[config.mk]
export PLATFORM = sky130hd
export DESIGN_NAME = uart_word_serializer
export DESIGN_NICKNAME = d
export VERILOG_FILES = /design/src/rtl/uart_word_serializer.sv
export SDC_FILE = /design/constraint.sdc
export NUM_CORES = 1
export LEC_CHECK = 0
export CAP_MARGIN = 20
export CORE_ASPECT_RATIO = 1.25
export CORE_MARGIN = 3
export CORE_UTILIZATION = 55
export DETAILED_ROUTE_END_ITERATION = 7
export PLACE_DENSITY_LB_ADDON = 0.05
export SLEW_MARGIN = 5
export SYNTH_ARGS = -nofsm -noshare
export SYNTH_HDL_FRONTEND = slang
export SYNTH_SLANG_ARGS = --single-unit
[constraint.sdc]
create_clock -name clk -period 2.9 [get_ports clk]
set_input_delay 0.58 -clock clk [delete_from_list [all_inputs] [get_ports clk]]
set_output_delay 0.58 -clock clk [all_outputs]
set_load 0.02 [all_outputs]
[src/rtl/uart_word_serializer.sv]
// Word FIFO plus byte framer that feeds a UART transmitter, MSB byte first,
// over the start/busy handshake of async_transmitter.
`timescale 1ns/1ps
module uart_word_serializer #(
  parameter int unsigned WORD_BYTES = 2,
  parameter int unsigned FIFO_DEPTH = 4
) (
  input  logic                          clk,
  input  logic                          rst,
  input  logic                          in_valid,
  input  logic [8*WORD_BYTES-1:0]       in_data,
  output logic                          in_ready,
  output logic                          tx_start,
  output logic [7:0]                    tx_data,
  input  logic                          tx_busy,
  output logic [$clog2(FIFO_DEPTH):0]   fifo_count,
  output logic                          idle
);

  localparam int unsigned WordW = 8 * WORD_BYTES;
  localparam int unsigned PtrW  = $clog2(FIFO_DEPTH);
  localparam int unsigned CntW  = PtrW + 1;
  localparam int unsigned IdxW  = (WORD_BYTES > 1) ? $clog2(WORD_BYTES) : 1;

  localparam logic [CntW-1:0] CountFull = CntW'(FIFO_DEPTH);
  localparam logic [IdxW-1:0] LastIdx   = IdxW'(WORD_BYTES - 1);

  localparam logic [1:0] StIdle     = 2'd0;
  localparam logic [1:0] StWaitFree = 2'd1;
  localparam logic [1:0] StStart    = 2'd2;
  localparam logic [1:0] StWaitDone = 2'd3;

  logic [WordW-1:0] mem_q [FIFO_DEPTH];
  logic [PtrW-1:0]  wr_ptr_q, rd_ptr_q;
  logic [CntW-1:0]  count_q, count_d;
  logic [1:0]       state_q, state_d;
  logic [WordW-1:0] shift_q, shift_d;
  logic [IdxW-1:0]  idx_q, idx_d;
  logic             tx_start_q, tx_start_d;
  logic [7:0]       tx_data_q, tx_data_d;
  logic             push, pop;

  // Full FIFO stays closed even if a pop happens the same cycle.
  assign in_ready   = (count_q < CountFull);
  assign push       = in_valid & in_ready;
  assign pop        = (state_q == StIdle) && (count_q != '0);
  assign fifo_count = count_q;
  assign idle       = (count_q == '0) && (state_q == StIdle);
  assign tx_start   = tx_start_q;
  assign tx_data    = tx_data_q;

  always_comb begin
    count_d = count_q;
    unique case ({push, pop})
      2'b10:   count_d = count_q + CntW'(1);
      2'b01:   count_d = count_q - CntW'(1);
      default: count_d = count_q;
    endcase
  end

  always_comb begin
    state_d    = state_q;
    shift_d    = shift_q;
    idx_d      = idx_q;
    tx_start_d = tx_start_q;
    tx_data_d  = tx_data_q;
    unique case (state_q)
      StIdle: begin
        if (pop) begin
          shift_d = mem_q[rd_ptr_q];
          idx_d   = '0;
          state_d = StWaitFree;
        end
      end
      StWaitFree: begin
        // A busy left over from another requester must clear before we start.
        if (!tx_busy) begin
          tx_data_d  = shift_q[WordW-1 -: 8];
          tx_start_d = 1'b1;
          state_d    = StStart;
        end
      end
      StStart: begin
        if (tx_busy) begin
          tx_start_d = 1'b0;
          state_d    = StWaitDone;
        end
      end
      default: begin
        if (!tx_busy) begin
          if (idx_q == LastIdx) begin
            state_d = StIdle;
          end else begin
            shift_d = shift_q << 8;
            idx_d   = idx_q + IdxW'(1);
            state_d = StWaitFree;
          end
        end
      end
    endcase
  end

  always_ff @(posedge clk) begin
    if (push) begin
      mem_q[wr_ptr_q] <= in_data;
    end
  end

  always_ff @(posedge clk or negedge rst) begin
    if (!rst) begin
      wr_ptr_q   <= '0;
      rd_ptr_q   <= '0;
      count_q    <= '0;
      state_q    <= StIdle;
      shift_q    <= '0;
      idx_q      <= '0;
      tx_start_q <= 1'b0;
      tx_data_q  <= 8'h00;
    end else begin
      if (push) wr_ptr_q <= wr_ptr_q + PtrW'(1);
      if (pop)  rd_ptr_q <= rd_ptr_q + PtrW'(1);
      count_q    <= count_d;
      state_q    <= state_d;
      shift_q    <= shift_d;
      idx_q      <= idx_d;
      tx_start_q <= tx_start_d;
      tx_data_q  <= tx_data_d;
    end
  end

endmodule
[After elaboration in Yosys (flattened, before gate mapping)]
Memories as Yosys holds them, arrays and structs flattened.
Index checks and enable logic that the tools add are counted.
Cells by class
  reduce and logical (&&, ||, !) cells: 13
  order comparisons: 1
  div/mod/pow operators: 0
  shifts and indexed selects: 0
  mux-type cells: 20
  bitwise gates (word level): 3
  multiply operators: 0
  equality and inequality tests: 10
  $add $sub $neg: 5
Operators by type and width (number)
  $mux 16: 3
  $pmux 16 s2: 1
  $mux 1: 8
  $mux 2: 4
  $reduce_and 4->1: 2
  $ne 2x2->1 const B: 3
  $pmux 2 s3: 1
  $pmux 3 s2: 1
  $reduce_and 3->1: 2
  $add 2x1->2 const B: 2
  $eq 2x1->1 const B: 2
  $eq 2x2->1 const B: 2
  $ne 2x1->1 const B: 2
  $pmux 1 s2: 2
  $reduce_bool 2->1: 2
  $add 3x1->3 const B: 1
  $logic_not 3->1: 1
  $lt 3x3->1 const B: 1
  $ne 3x1->1 const B: 1
  $reduce_bool 3->1: 1
  $sub 3x1->3 const B: 1
  $logic_and 1x1->1: 2
  $logic_not 2->1: 1
  $not 1->1: 2
  other kinds (4): 4
Storage, ports and cells
  bits in read-only memories: 0
  memory bits (writable): 64
  register bits after elaboration: 35
  memories kept: 1
  bits in latches: 0
  output and inout bits: 14
Memories
  mem_q: words 4, width 16, rd ports 1, clocked after Yosys merged registers in 0, wr ports 1, line 33  | logic [WordW-1:0] mem_q [FIFO_DEPTH];

[Depth between registers and ports, before layout]
Gate-level depths: netlist (run 1).
  depth after elaboration: 4
  gate-level depth with buffers: 11

[Worst setup path before layout (run 1)]
OpenSTA, ideal clock, no wires.
  path kind: reg2reg
  start: register state_q[0]
  end: register count_q[2], in the netlist fifo_count[2]
  setup time: 0.080 ns
  clock period less this slack: 2.069 ns
  arrival time: 1.988 ns
  path slack: 0.831 ns
  stages on the path, launching flop included: 12
  cell sequence: dfrtp_1 > inv_1 > ha_1 > buf_4 > o31ai_1 > inv_1 > ha_1 > inv_1 > fa_1 > xor2_1 > nor2_1 > xnor2_1
On the way
  cells in the longest elaborated chain, start to end: 4
Ends and longest elaborated chain
  start, declared: line 36  | logic [1:0] state_q, state_d;
  start signal, assigned: line 114  | state_q <= StIdle;
  start signal, assigned: line 123  | state_q <= state_d;
  $logic_not 2->1 (*): line 46  | assign pop = (state_q == StIdle) && (count_q != '0);
  $logic_and 1x1->1 (*): line 46
  net pop: line 41  | logic push, pop;
  $eq 2x1->1 or $eq 2x2->1 (tied branches): line 54  | unique case ({push, pop})
  $pmux 3 s2 or $reduce_bool 2->1 (tied branches)
  end signal, assigned: line 122  | count_q <= count_d;
  end, declared: line 35  | logic [CntW-1:0] count_q, count_d;
The timed path passes the listed nets; every way through them passes the cells marked *.
A chain may end at the register's enable or synchronous reset.

[Worst setup path after layout (run 1)]
  start: register state_q[1]
  end: output port idle
On the way
  cells in the longest elaborated chain, start to end: 2
Ends and longest elaborated chain
  $logic_not 2->1: line 48  | assign idle = (count_q == '0) && (state_q == StIdle);
  $logic_and 1x1->1: line 48
  end, declared: line 17  | output logic idle
No other way between the ends.

==> results of run 1 <==
-- where the power goes --
part	total [mW]	internal (mW)	leakage, nW	switching, mW
logic	1.76	0.864	0.666	0.891
clock network	0.808	0.326	0.0884	0.482
registers	2.16	1.88	1.01	0.276
total	4.72	3.07	1.76	1.65
-- worst max-delay path: stages (launching register included) --
cell             delay [ns]
dfrtp_1                0.42
inv_1                  0.09
ha_1                   0.17
nor4b_4                0.31
clkdlybuf4s50_1        0.67
-- through the flow --
stage | utilization, % | cell area (um^2) | hold WS [ns] | std cells | worst slack (ns)
floorplan | - | 4010 | 0.284 | 240 | 0.831
global placement | 63.6 | 4460 | 0.472 | 362 | 0.546
detailed placement | 63.6 | 4460 | 0.480 | 362 | 0.502
CTS | 66.2 | 4650 | 0.501 | 378 | 0.236
global route | 66.2 | 4650 | 0.520 | 378 | 0.137
finish | 66.2 | 4650 | 0.495 | 378 | 0.292
-- cells by family (layout without fill, tap and decap cells) --
group | after synthesis | after routing | share of synthesized area (%)
AND/OR/NAND/NOR | 30 | 30 | 4.33
XOR/XNOR | 6 | 6 | 1.31
buffers and inverters | 22 | 70 | 2.68
AO/OA/AOI/OAI | 38 | 38 | 7.11
adder cells (fa/ha/maj) | 10 | 10 | 3.31
multiplexers | 35 | 35 | 11.5
flip-flops | 99 | 99 | 69.7
-- worst max path at each step --
stage / start / end / slack (ns) / depth (start not counted)
2_1_floorplan: state_q[0] / fifo_count[2] / 0.83 / 11
5_1_grt: state_q[1] / idle / 0.14 / 4
3_5_place_dp: in_valid / fifo_count[2] / 0.50 / 10
6_report: state_q[1] / idle / 0.29 / 4
3_3_place_gp: in_valid / fifo_count[2] / 0.55 / 10
4_1_cts: state_q[1] / idle / 0.24 / 4
-- sequential cells by signal, summed over array words and instances, names as in the netlist --
register / count
state_q: 2
tx_data: 8
tx_start: 1
rd_ptr_q: 2
idx_q: 1
wr_ptr_q: 2
shift_q: 16
mem_q: 64
fifo_count: 3
-- Yosys cell counts, types with 3 or more instances --
| library cell | n |
|---|---|
| edfxtp_1 | 64 |
| dfrtp_1 | 35 |
| mux2i_1 | 17 |
| inv_1 | 11 |
| nand2_1 | 11 |
| a21oi_1 | 9 |
| ha_1 | 9 |
| a22o_1 | 8 |
| a31oi_1 | 8 |
| a32o_1 | 8 |
| mux4_2 | 8 |
| mux2_1 | 7 |
| nor2_1 | 5 |
| xnor2_1 | 5 |
| and2_1 | 4 |
| clkbuf_1 | 4 |
| nor2b_1 | 4 |
| mux2_2 | 3 |
| nand2b_1 | 3 |
-- routing by layer --
| layer | vias up | global-route usage [%] | share of wire, % |
|---|---|---|---|
| met1 | 1043 | 22.3 | 41 |
| met4 | 0 | 6.52 | 1.3 |
| met2 | 38 | 30.8 | 54 |
| li1 | 995 | - | - |
| met3 | 8 | 4.27 | 3.5 |
| met5 | - | 0 | 0 |
-- cell type report --
cell class / instances / area, um^2
clock inverter: 7 / 61.3
multi-input combinational: 119 / 1110
timing repair buffer: 43 / 405
fill: 535 / 2370
sequential: 99 / 2800
tap: 90 / 113
inverter: 11 / 41.3
clock buffer: 9 / 124
==> qor.csv, run 1 <==
stage,metric,value,unit
timing,fmax,383,MHz
placement,dpl.hpwl,4440,um
timing,skew,0.0112,ns
floorplanning,floorplan.die.width,82.4,um
timing,hold_viol_final,0,
routing,ant_nets,0,
global_routing,grt_max_degree,36,
cells_and_area,drive_above_1_share,13.9,%
synth,synthTopCellsByArea,"edfxtp_1 48%, dfrtp_1 22%, mux4_2 4.5%",
critical_path,r2r_setup_slack,0.60,ns
floorplanning,core-area,7020,um^2
synth,synth_ff_type,edfxtp_1,
floorplanning,rows,34,
synth,synth_top_area_share,47.9,%
cells_and_area,nets,313,
worst_hold_path,hold_end,shift_q[9],
global_routing,grt_pass1_vias,2109,
cells_and_area,area_growth,15.9,%
timing,slew_violations,0,
worst_hold_path,hold_depth,1,
timing,setup_viol,0,
timing,rsz0062_at_grt,no,
floorplanning,initial_core_util,57.2,%
clock_tree,post_cts_buffers,0,
synth,ys_seq_elements,99,
pwr,ir_worst_vdd,499,uV
clock_tree,cts_hold_buffers,0,
clock_tree,cts_buffer_depth,2,
critical_path,endpoint_kind,output port,
floorplanning,dieArea,8360,um^2
routing,via_per_inst,5.51,
cells_and_area,diodes,0,
placement,gp_congestion,0.734,
status,status,"complete, no violations",
routing,wire_per_inst,17.8,um
clock_tree,cts_buffers,9,
routing,dr.first_iter.drc_count,155,
synth,ys_seq_area_share,69.7,%
critical_path,cp_max_fo,4,
timing,finalCritPeriodShare,89.9,%
clock_tree,clkTransAtPathRegs,0.10,ns
floorplanning,io_pins,34,
synth,syn_avg_cell_area,16.7,um^2
critical_path,worst_ep_arrival_time,2.03,ns
timing,worst_pin_slew,0.767,ns
routing,wl,6710,um
clock_tree,post_cts_resized,0,
run,maxCapViolCount,0,
pwr,powerDensity,1020,nW/um^2
synth,ys_types,32,
critical_path,start_kind,flop,
synth,syn_area,4010,um^2
pwr,p_total,4.72,mW
critical_path,r2r_end,fifo_count[2],
cells_and_area,layout_common_cells,"64 x edfxtp_1, 35 x dfrtp_1, 33 x clkdlybuf4s50_1, 17 x mux2i_1",
routing,vias,2084,
synth,synth-edff-count,64,
global_routing,overflow,0,
clock_tree,cts_sinks,99,
placement,portBuffers,33,
routing,drt_drc_violations_left,0,
critical_path,worst-r2r-cell-count,11,
critical_path,worst_ep_required_time,2.32,ns
clock_tree,root_buffer,clkbuf_8,
synth,synth_area_leader_cell,edfxtp_1,
synth,ys_warn_count,0,
cells_and_area,layout_commonest_cell,edfxtp_1,
critical_path,timing_worst_setup_path_type,reg -> out,
clock_tree,worst_skew_pair.late_latency,0.36,ns
timing,max_slew_margin,48.8,%
global_routing,track_usage,18.1,%
synth,syn_inst,240,
critical_path,reg2reg_from,state_q[1],
worst_hold_path,min_from,shift_q[9],
clock_tree,cts_tree,done,
routing,drtPass1Iterations,4,
synth,async_reset_ff_share,35.4,%
timing,min_period,2.61,ns
global_routing,grt_pass1_wl,10700,um
synth,synth_fp_nets,270,
floorplanning,die_y,101,um
clock_tree,htree_levels,3,
pwr,p_leak,1.76,nW
global_routing,antenna_found_initial,0,
timing,fin_setup_tns,0,ns
worst_hold_path,hold_class,reg -> reg,
(Power assumes the default switching activity.)
==> run 2: changes to the inputs <==
Settings changed: CAP_MARGIN 20 to 10, RECOVER_POWER from default to 100.
==> run 2 against run 1 <==
Worst setup slack worse by 0.051 ns. Critical path depth unchanged. Via count grew 0.82%. Register-to-register slack hardly changed. Design area decreased by 0.48%. Sequential power about the same. Worst hold slack got worse by 0.0022 ns. The run now ends with capacitance limit, slew limit left. Core utilization down 0.32 points. Critical endpoint unchanged. Highest routed layer unchanged.
==> qor.csv, run 2 (synthesis results as in run 1) <==
stage,metric,value,unit
status,status,finished with violations,
status,violations,"capacitance limit, slew limit",
routing,vias,2101,
critical_path,r2r_setup_slack,0.60,ns
pwr,ir_worst_vdd,498,uV
placement,dp.cells,362,
critical_path,start_kind,flop,
global_routing,grt_pass1_vias,2109,
pwr,p_total,4.67,mW
critical_path,worst_ep_required_time,2.32,ns
timing,worst_pin_slew,1.98,ns
timing,fmax,376,MHz
cells_and_area,drive_above_1_share,11.8,%
timing,max_slew_margin,-31.8,%
timing,setup_viol,0,
global_routing,track_usage,18.1,%
timing,min_period,2.66,ns
cells_and_area,area_growth,15.3,%
run,maxCapViolCount,1,
clock_tree,cts_buffer_depth,2,
pwr,powerDensity,1010,nW/um^2
critical_path,worst-r2r-cell-count,11,
floorplanning,floorplan.die.width,82.4,um
clock_tree,htree_levels,3,
clock_tree,cts_tree,done,
global_routing,antenna_found_initial,0,
worst_hold_path,hold_class,reg -> reg,
clock_tree,cts_sinks,99,
clock_tree,cts_buffers,9,
clock_tree,post_cts_buffers,0,
cells_and_area,nets,313,
worst_hold_path,hold_end,tx_data[3],
routing,via_per_inst,5.56,
critical_path,critPathMaxStageDelay,0.72,ns
placement,portBuffers,33,
timing,finalCritPeriodShare,91.7,%
routing,drtPass1Iterations,4,
floorplanning,rows,34,
clock_tree,worst_skew_pair.late_latency,0.36,ns
timing,holdWs,0.493,ns
cells_and_area,regMostFlops,mem_q,
pwr,p_leak,1.75,nW
global_routing,overflow,0,
timing,hold_viol_final,0,
timing,skew,0.0114,ns
floorplanning,initial_core_util,57.2,%
routing,drt_drc_violations_left,0,
timing,rsz0062_at_grt,no,
routing,wl,6700,um
critical_path,reg2reg_from,state_q[1],
clock_tree,cts_hold_buffers,0,
cells_and_area,layout_commonest_cell,edfxtp_1,
placement,dp_slack,0.502,ns
cells_and_area,multi_input_area,1110,um^2
clock_tree,post_cts_resized,0,
cells_and_area,largest_reg_flops,64,
placement,gp_congestion,0.734,
timing,slew_violations,36,
floorplanning,dieArea,8360,um^2
clock_tree,root_buffer,clkbuf_8,
critical_path,r2r_end,fifo_count[2],
critical_path,timing_worst_setup_path_type,reg -> out,
routing,wire_per_inst,17.7,um
global_routing,grt_max_degree,36,
critical_path,crit_chain,inv_1 -> ha_1 -> nor4b_4 -> dlygate4sd3_1,
routing,ant_nets,0,
worst_hold_path,min_from,tx_data[3],
clock_tree,clkTransAtPathRegs,0.10,ns
floorplanning,io_pins,34,
floorplanning,core-area,7020,um^2
timing,fin_setup_tns,0,ns
placement,place_area,4460,um^2
global_routing,grt_pass1_wl,10700,um
cells_and_area,diodes,0,
cells_and_area,final_cells,378,
critical_path,worst_ep_arrival_time,2.08,ns
critical_path,endpoint_kind,output port,
critical_path,cp_max_fo,4,
cells_and_area,layout_common_cells,"64 x edfxtp_1, 35 x dfrtp_1, 32 x dlygate4sd3_1, 17 x mux2i_1",
worst_hold_path,hold_depth,1,
floorplanning,die_y,101,um
cells_and_area,register_area,2800,um^2
timing,setup_slack,0.241,ns
critical_path,slowest_stage,dlygate4sd3_1,
routing,dr.first_iter.drc_count,142,
cells_and_area,fin_util,65.9,%
cells_and_area,finish.instance_area,4630,um^2
placement,dpl.hpwl,4440,um
cells_and_area,fill_cells,536,
[run 2: power breakdown]
part	leakage, nW	internal, mW	switching [mW]
Sequential	1.01	1.89	0.274
Combinational	0.658	0.813	0.888
Clock	0.0884	0.326	0.482
[run 2: worst max path at each step]
| stage | from | end | slack (ns) | cells after the start |
|---|---|---|---|---|
| global placement | in_valid | fifo_count[2] | 0.55 | 10 |
| floorplan | state_q[0] | fifo_count[2] | 0.83 | 11 |
| detailed placement | in_valid | fifo_count[2] | 0.50 | 10 |
| finish | state_q[1] | idle | 0.24 | 4 |
| global route | state_q[1] | idle | 0.09 | 4 |
| CTS | state_q[1] | idle | 0.24 | 4 |
[run 2: cell type report]
cell class | count | share of cell area (%)
well taps | 90 | 2.43
multi-input cells | 119 | 23.9
repair buffers | 43 | 8.27
clock inverters | 7 | 1.33
inverters | 11 | 0.892
flip-flops and latches | 99 | 60.5
clock buffers | 9 | 2.68
[run 2: routing by layer]
metal,up-vias,wire length [um],track usage [%],part of all wire (%)
li1,998,-,-,-
met1,1057,2790,22.3,42
met2,38,3590,30.8,53
met3,8,241,4.27,3.6
met4,0,87,6.52,1.3
met5,-,0,0,0
[run 2: worst max-delay path, delay by kind of cell (launching register included)]
kind / cells / cell delay, ns
adder cells (fa/ha/maj): 1 / 0.17
buffers and inverters: 2 / 0.81
AND/OR/NAND/NOR: 1 / 0.31
flip-flops: 1 / 0.42
==> run 3: changes to the inputs <==
Settings changed: CAP_MARGIN 10 to 5.
==> results of run 3 <==
Final layout, timing and power as in run 2 (identical DEF).
